[src/rtl/data_mem_responder.sv]
// Data-port memory responder: 256x8 RAM answering core requests over Mem_Ctrl/dacq, plus a host load port.
// Latency: dacq rises LAT edges after the accepting edge; a full access takes at least LAT+3 cycles.
// Flow control: one access at a time; the request must drop to idle before the next one is accepted. Optional err output under DMEM_ERR_EN.
module data_mem_responder #(
  parameter int LAT  = 2,
  parameter int CNTW = 4
) (
  input  logic       CLK,
  input  logic       RST,
  input  logic [3:0] Mem_Ctrl,
  input  logic [7:0] DAddress,
  input  logic [7:0] Ddout,
  output logic [7:0] Ddin,
  output logic       dacq,
  input  logic       ld_en,
  input  logic [7:0] ld_addr,
  input  logic [7:0] ld_data
`ifdef DMEM_ERR_EN
  ,
  output logic       err
`endif
);

  typedef enum logic [1:0] {
    S_IDLE    = 2'd0,
    S_BUSY    = 2'd1,
    S_ACK     = 2'd2,
    S_RELEASE = 2'd3
  } state_t;

  localparam logic [1:0] OP_IDLE = 2'b00;
  localparam logic [1:0] OP_RD   = 2'b01;
  localparam logic [1:0] OP_WR   = 2'b10;
  localparam logic [1:0] OP_ILL  = 2'b11;

  state_t            state_q, state_d;
  logic [CNTW-1:0]   cnt_q, cnt_d;
  logic [1:0]        op_q, op_d;
  logic [7:0]        addr_q, addr_d;
  logic [7:0]        wdat_q, wdat_d;
  logic [7:0]        ddin_q, ddin_d;
  logic              dacq_q, dacq_d;
  logic [7:0]        mem_q [256];

  logic [1:0]        cmd;
  logic              commit;
  logic              core_we;

  // Upper command bits belong to other consumers of Mem_Ctrl.
  logic              unused_ctrl;
  assign unused_ctrl = ^Mem_Ctrl[3:2];

  assign cmd     = Mem_Ctrl[1:0];
  // The access completes on the BUSY edge where the wait counter has run out.
  assign commit  = (state_q == S_BUSY) && (cnt_q == '0);
  assign core_we = commit && (op_q == OP_WR);

  assign Ddin = ddin_q;
  assign dacq = dacq_q;

  // Next-state and datapath: latch the request on acceptance, count wait states, complete once.
  always_comb begin
    state_d = state_q;
    cnt_d   = cnt_q;
    op_d    = op_q;
    addr_d  = addr_q;
    wdat_d  = wdat_q;
    ddin_d  = ddin_q;
    dacq_d  = 1'b0;
    case (state_q)
      S_IDLE: begin
        if (cmd == OP_RD || cmd == OP_WR) begin
          op_d    = cmd;
          addr_d  = DAddress;
          wdat_d  = Ddout;
          cnt_d   = CNTW'(LAT - 1);
          state_d = S_BUSY;
        end
      end
      S_BUSY: begin
        if (cnt_q == '0) begin
          state_d = S_ACK;
          dacq_d  = 1'b1;
          // Read returns the RAM contents before this edge's writes/loads.
          if (op_q == OP_RD) begin
            ddin_d = mem_q[addr_q];
          end
        end else begin
          cnt_d = cnt_q - CNTW'(1);
        end
      end
      S_ACK: begin
        state_d = S_RELEASE;
      end
      S_RELEASE: begin
        // Wait for the core to drop its request so a held request is not served twice.
        if (cmd == OP_IDLE) begin
          state_d = S_IDLE;
        end
      end
      default: begin
        state_d = S_IDLE;
      end
    endcase
  end

  // Control and datapath registers with synchronous reset; reset aborts any in-flight access.
  always_ff @(posedge CLK) begin
    if (RST) begin
      state_q <= S_IDLE;
      cnt_q   <= '0;
      op_q    <= OP_IDLE;
      addr_q  <= '0;
      wdat_q  <= '0;
      ddin_q  <= '0;
      dacq_q  <= 1'b0;
    end else begin
      state_q <= state_d;
      cnt_q   <= cnt_d;
      op_q    <= op_d;
      addr_q  <= addr_d;
      wdat_q  <= wdat_d;
      ddin_q  <= ddin_d;
      dacq_q  <= dacq_d;
    end
  end

  // RAM write port: the host load is applied last so it wins an address collision with a core write.
  always_ff @(posedge CLK) begin
    if (!RST) begin
      if (core_we) begin
        mem_q[addr_q] <= wdat_q;
      end
      if (ld_en) begin
        mem_q[ld_addr] <= ld_data;
      end
    end
  end

`ifdef DMEM_ERR_EN
  logic err_q, err_d;

  // Flag an illegal command in IDLE, or a conflicting command while an access is in progress.
  always_comb begin
    err_d = 1'b0;
    if (state_q == S_IDLE && cmd == OP_ILL) begin
      err_d = 1'b1;
    end
    if (state_q == S_BUSY && cmd != OP_IDLE && cmd != op_q) begin
      err_d = 1'b1;
    end
  end

  // One-cycle-delayed error flag.
  always_ff @(posedge CLK) begin
    if (RST) begin
      err_q <= 1'b0;
    end else begin
      err_q <= err_d;
    end
  end

  assign err = err_q;
`endif

endmodule

[config.mk]
export PLATFORM = sky130hd
export DESIGN_NAME = data_mem_responder
export DESIGN_NICKNAME = d
export VERILOG_FILES = /design/src/rtl/data_mem_responder.sv
export SDC_FILE = /design/constraint.sdc
export NUM_CORES = 2
export LEC_CHECK = 0
export CAP_MARGIN = 0
export CORE_ASPECT_RATIO = 1.1
export CORE_UTILIZATION = 25
export CTS_CLUSTER_DIAMETER = 100
export DETAILED_ROUTE_END_ITERATION = 12
export GPL_ROUTABILITY_DRIVEN = 1
export GPL_TIMING_DRIVEN = 1
export PLACE_DENSITY = 0.39
export RECOVER_POWER = 50
export REMOVE_ABC_BUFFERS = 1
export SETUP_SLACK_MARGIN = 0.15
export SKIP_LAST_GASP = 1
export SLEW_MARGIN = 10
export SYNTH_ARGS = -nofsm -noshare
export SYNTH_HDL_FRONTEND = slang
export SYNTH_SLANG_ARGS = --single-unit
[constraint.sdc]
create_clock -name CLK -period 4.09 [get_ports CLK]
set_clock_uncertainty 0.2 [all_clocks]
set_input_delay 0.409 -clock CLK [delete_from_list [all_inputs] [get_ports CLK]]
set_output_delay 0.409 -clock CLK [all_outputs]
set_load 0.02 [all_outputs]
==> metrics.md <==
| Metric | Value |
|---|---|
| Status | `complete, but fails checks` |
| Failing checks | `max-capacitance violations, max-slew violations, negative setup slack` |
| MaxCap Viol Count | `7` |
| First-pass DRT Iterations | `5` |
| Post-synth EDFFs | `2048` |
| Share of cells above drive strength 1 | `49.0%` |
| Sequential-to-total area share from yosys stat | `57.6%` |
| Syn Std Cell Area | `108000 sq um` |
| CP arrival | `4.53 ns` |
| Power per cell area | `465 nW/um^2` |
| Post-Synth Simple-Gate Area | `3.01%` |
| Clk_lat worst skew | `0.93 ns` |
| Row Count | `252` |
| Area grow syn2layout | `18.4%` |
| Setup_tns | `-0.287 ns` |
| Crit path cell chain | `dlygate4sd3_1, buf_2, buf_4, nand2b_2, buf_4, nor2_1, clkbuf_2, nand2_1, o21ai_0, buf_4` |
| Sequential power share | `41.7%` |
| Filler Cell Count | `43000` |
| Remaining Overflow, GRT | `0` |
| Final GP Congestion | `0.844` |
| Final Max Slew Viols | `142` |
| Final net count | `7309` |
| Initial Utilization | `25.1%` |
| Register bit total from synthesis | `2081` |
| H-tree depth | `4` |
| PortBufs | `45` |
| CP Max Fanout | `26` |
| Yosys Warn Count | `0` |
| Worst hold path type | `input pin to flop` |
| Die area | `434000 sq um` |
| Setup CP Type | `input pin to flop` |
| GRT Overall Usage | `20.1%` |
| Top Ports | `48` |
| CTS buffer count | `242` |
| CTS tree | `yes` |
| Placed Area | `120000 sq um` |
| Pin count of the biggest net entering global routing | `125` |
| Worst VDD drop | `336 uV` |
| Post-route minimum period | `4.11 ns` |
| Ratio of final minimum period to clock period | `101%` |
| Avg Inst Size Synth | `15.6 sq um` |
| CTS clock-pin slew for the worst setup and hold paths | `0.06 ns` |
| Synth Area in Adders | `0.0928%` |
| Xor and xnor area share after synthesis | `0.0162%` |
| Compound-cell area share of the yosys netlist | `3.30%` |
| Final setup violation count | `29` |
| Place WS | `-0.589 ns` |
| Die H | `691 um` |
| Critical Path Most Common Cell | `buf_4` |
| Residual DRC | `0` |
| Hold Vio Cnt, Final | `0` |
| Via count | `67100` |
| Top FF cell, synth | `edfxtp_1` |
| Largest family of logic cells by synthesized area | `multiplexers` |
| Slew at the pin closest to its max-slew limit | `2.10 ns` |
| Async S/R FF share, synth | `0%` |
| Psw | `17.0 mW` |
| WP data required | `4.51 ns` |
| Routed length per instance | `33.9 um` |
| Syn Inst Count | `6895` |
| Critical Path Source Type | `input pin` |
| Max Root-Sink Buffers | `4` |
| CP max-delay cell | `clkbuf_2` |
| First-pass GRT wire length | `612000 um` |
| Setup ws final | `-0.0246 ns` |
| Core area | `429000 sq um` |
| Drt first-iter violations | `6206` |
| Mux cell area share after synthesis | `33.0%` |
| Cell family with most CP delay | `buffers and inverters` |
| Vias in the first global route | `69100` |
| Finished Cell Area | `128000 sq um` |
| DIE WIDTH | `628 um` |
| CTS root buf | `clkbuf_16` |
| Max Clk Rate | `0.243 GHz` |
| Max incr delay on CP | `1.09 ns` |
| Leak | `43.6 nW` |
| Antenna viol nets, final | `0` |
| Post-DR vias/cell | `5.09` |
| Drt total wl | `447000 um` |
| Pint | `42.5 mW` |
| Switching part of the total power | `28.6%` |
| DP HPWL | `290000 um` |
| Setup crit end kind | `flop` |
| Logic gate share of total power | `20.5%` |
| Distinct cell type count after synthesis | `58` |
| Antenna violations before repair | `40` |
| WP buf/inv | `6` |
| Unrepaired setup endpoints after global routing | `yes` |
| Worst slew margin | `-39.9%` |
| Sink Count | `2081` |
| Clock Power Share | `37.9%` |
## worst reg2reg max path, delay by kind of cell (launching register included)
family | cells | cell delay (ns)
compound gates | 3 | 0.80
fa+ha+maj | 1 | 0.28
buf+inv | 4 | 0.66
flops | 1 | 0.34
simple gates | 4 | 1.72
## layout make-up
| cell class | instances | area [sq um] | area share (%) |
|---|---|---|---|
| Antenna cell | 21 | 52.6 | 0.0412 |
| Clock buffer | 297 | 6380 | 5.00 |
| Clock inverter | 152 | 1550 | 1.22 |
| Inverter | 14 | 57.6 | 0.0451 |
| Multi-Input combinational cell | 4045 | 42700 | 33.4 |
| Sequential cell | 2081 | 62200 | 48.7 |
| Tap cell | 5715 | 7150 | 5.60 |
| Timing Repair Buffer | 878 | 7580 | 5.94 |
## synth_stat cells (49+ instances only)
| cell type | count | area share, % |
|---|---|---|
| mux2_2 | 2079 | 22 |
| edfxtp_1 | 2048 | 57 |
| clkbuf_1 | 607 | 2.1 |
| mux4_2 | 461 | 9.6 |
| nand2_1 | 379 | 1.3 |
| o21ai_0 | 189 | 0.88 |
| nor2_1 | 187 | 0.65 |
| mux2i_1 | 177 | 1.6 |
| o22ai_1 | 145 | 0.84 |
| a22oi_1 | 70 | 0.49 |
| nand3_1 | 66 | 0.31 |
| buf_2 | 58 | 0.27 |
| buf_4 | 55 | 0.38 |
| a21oi_1 | 49 | 0.23 |
## through the flow
step                      cells  power (mW)  util, %  hold slack (ns)
after floorplan            6140        34.5        -            0.253
after global placement    12700        37.3     28.0            0.303
after detailed placement  12700        37.4     28.0            0.295
after CTS                 13200        60.1     29.9          0.00428
after global routing      13200        61.2     29.8           0.0410
final                     13200        59.4     29.8           0.0429
## metal layers
| layer | track usage, % | wire, um | vias up |
|---|---|---|---|
| met5 | 0 | 91 | - |
| met4 | 5.95 | 14600 | 14 |
| met3 | 2.54 | 21300 | 547 |
| met2 | 34.3 | 219000 | 1988 |
| met1 | 26.6 | 192000 | 36500 |
| li1 | - | - | 28100 |
## logic make-up after synthesis
logic type	count (synthesis)
AO/OA/AOI/OAI	567
XOR/XNOR	2
adder cells (fa/ha/maj)	8
buffers and inverters	769
flip-flops	2081
multiplexers	2717
AND/OR/NAND/NOR	751
## repair_timing
| action | 4_1_cts | 5_1_grt |
|---|---|---|
| hold buffers | 20 | 0 |
| buffers inserted | 0 | 0 |
| gates resized for setup | 11 | 15 |
| endpoints found under the setup margin | 50 | 90 |
| hold endpoints to repair | 70 | 0 |
| pin swaps | 0 | 0 |
## power by group through the flow
stage / registers [mW] / clock network [mW] / logic [mW]
finish: 24.8 / 22.5 / 12.2
CTS: 24.8 / 23.0 / 12.3
detailed placement: 25.2 / 0 / 12.2
global placement: 25.2 / 0 / 12.1
floorplan: 25.9 / 0 / 8.64
global route: 24.8 / 23.7 / 12.8
## final timing paths
path	cells past startpoint	to	slack, ns	startpoint
hold reg to reg	2	cnt_q[1]	0.31	cnt_q[1]
hold / removal	2	mem_q[224][5]	0.04	ld_data[5]
setup reg to reg	12	Ddin[1]	0.01	state_q[1]
setup / recovery	10	mem_q[72][3]	-0.02	RST
## sequential cells by signal, summed over array words and instances, names as in the netlist
register  count
Ddin          8
addr_q        8
cnt_q         4
dacq          1
mem_q      2048
op_q          2
state_q       2
wdat_q        8
## cells in the final DEF (no fill, tap or decap), drive strengths merged, types with 145 or more instances in the layout
| cell type | netlist | routed |
|---|---|---|
| nand2 | 379 | 379 |
| o21ai | 189 | 189 |
| o22ai | 145 | 145 |
| buf | 148 | 664 |
| clkbuf | 607 | 454 |
| mux4 | 461 | 461 |
| mux2i | 177 | 177 |
| edfxtp | 2048 | 2048 |
| mux2 | 2079 | 2079 |
| nor2 | 187 | 187 |
Power figures use the tool's default switching activity.
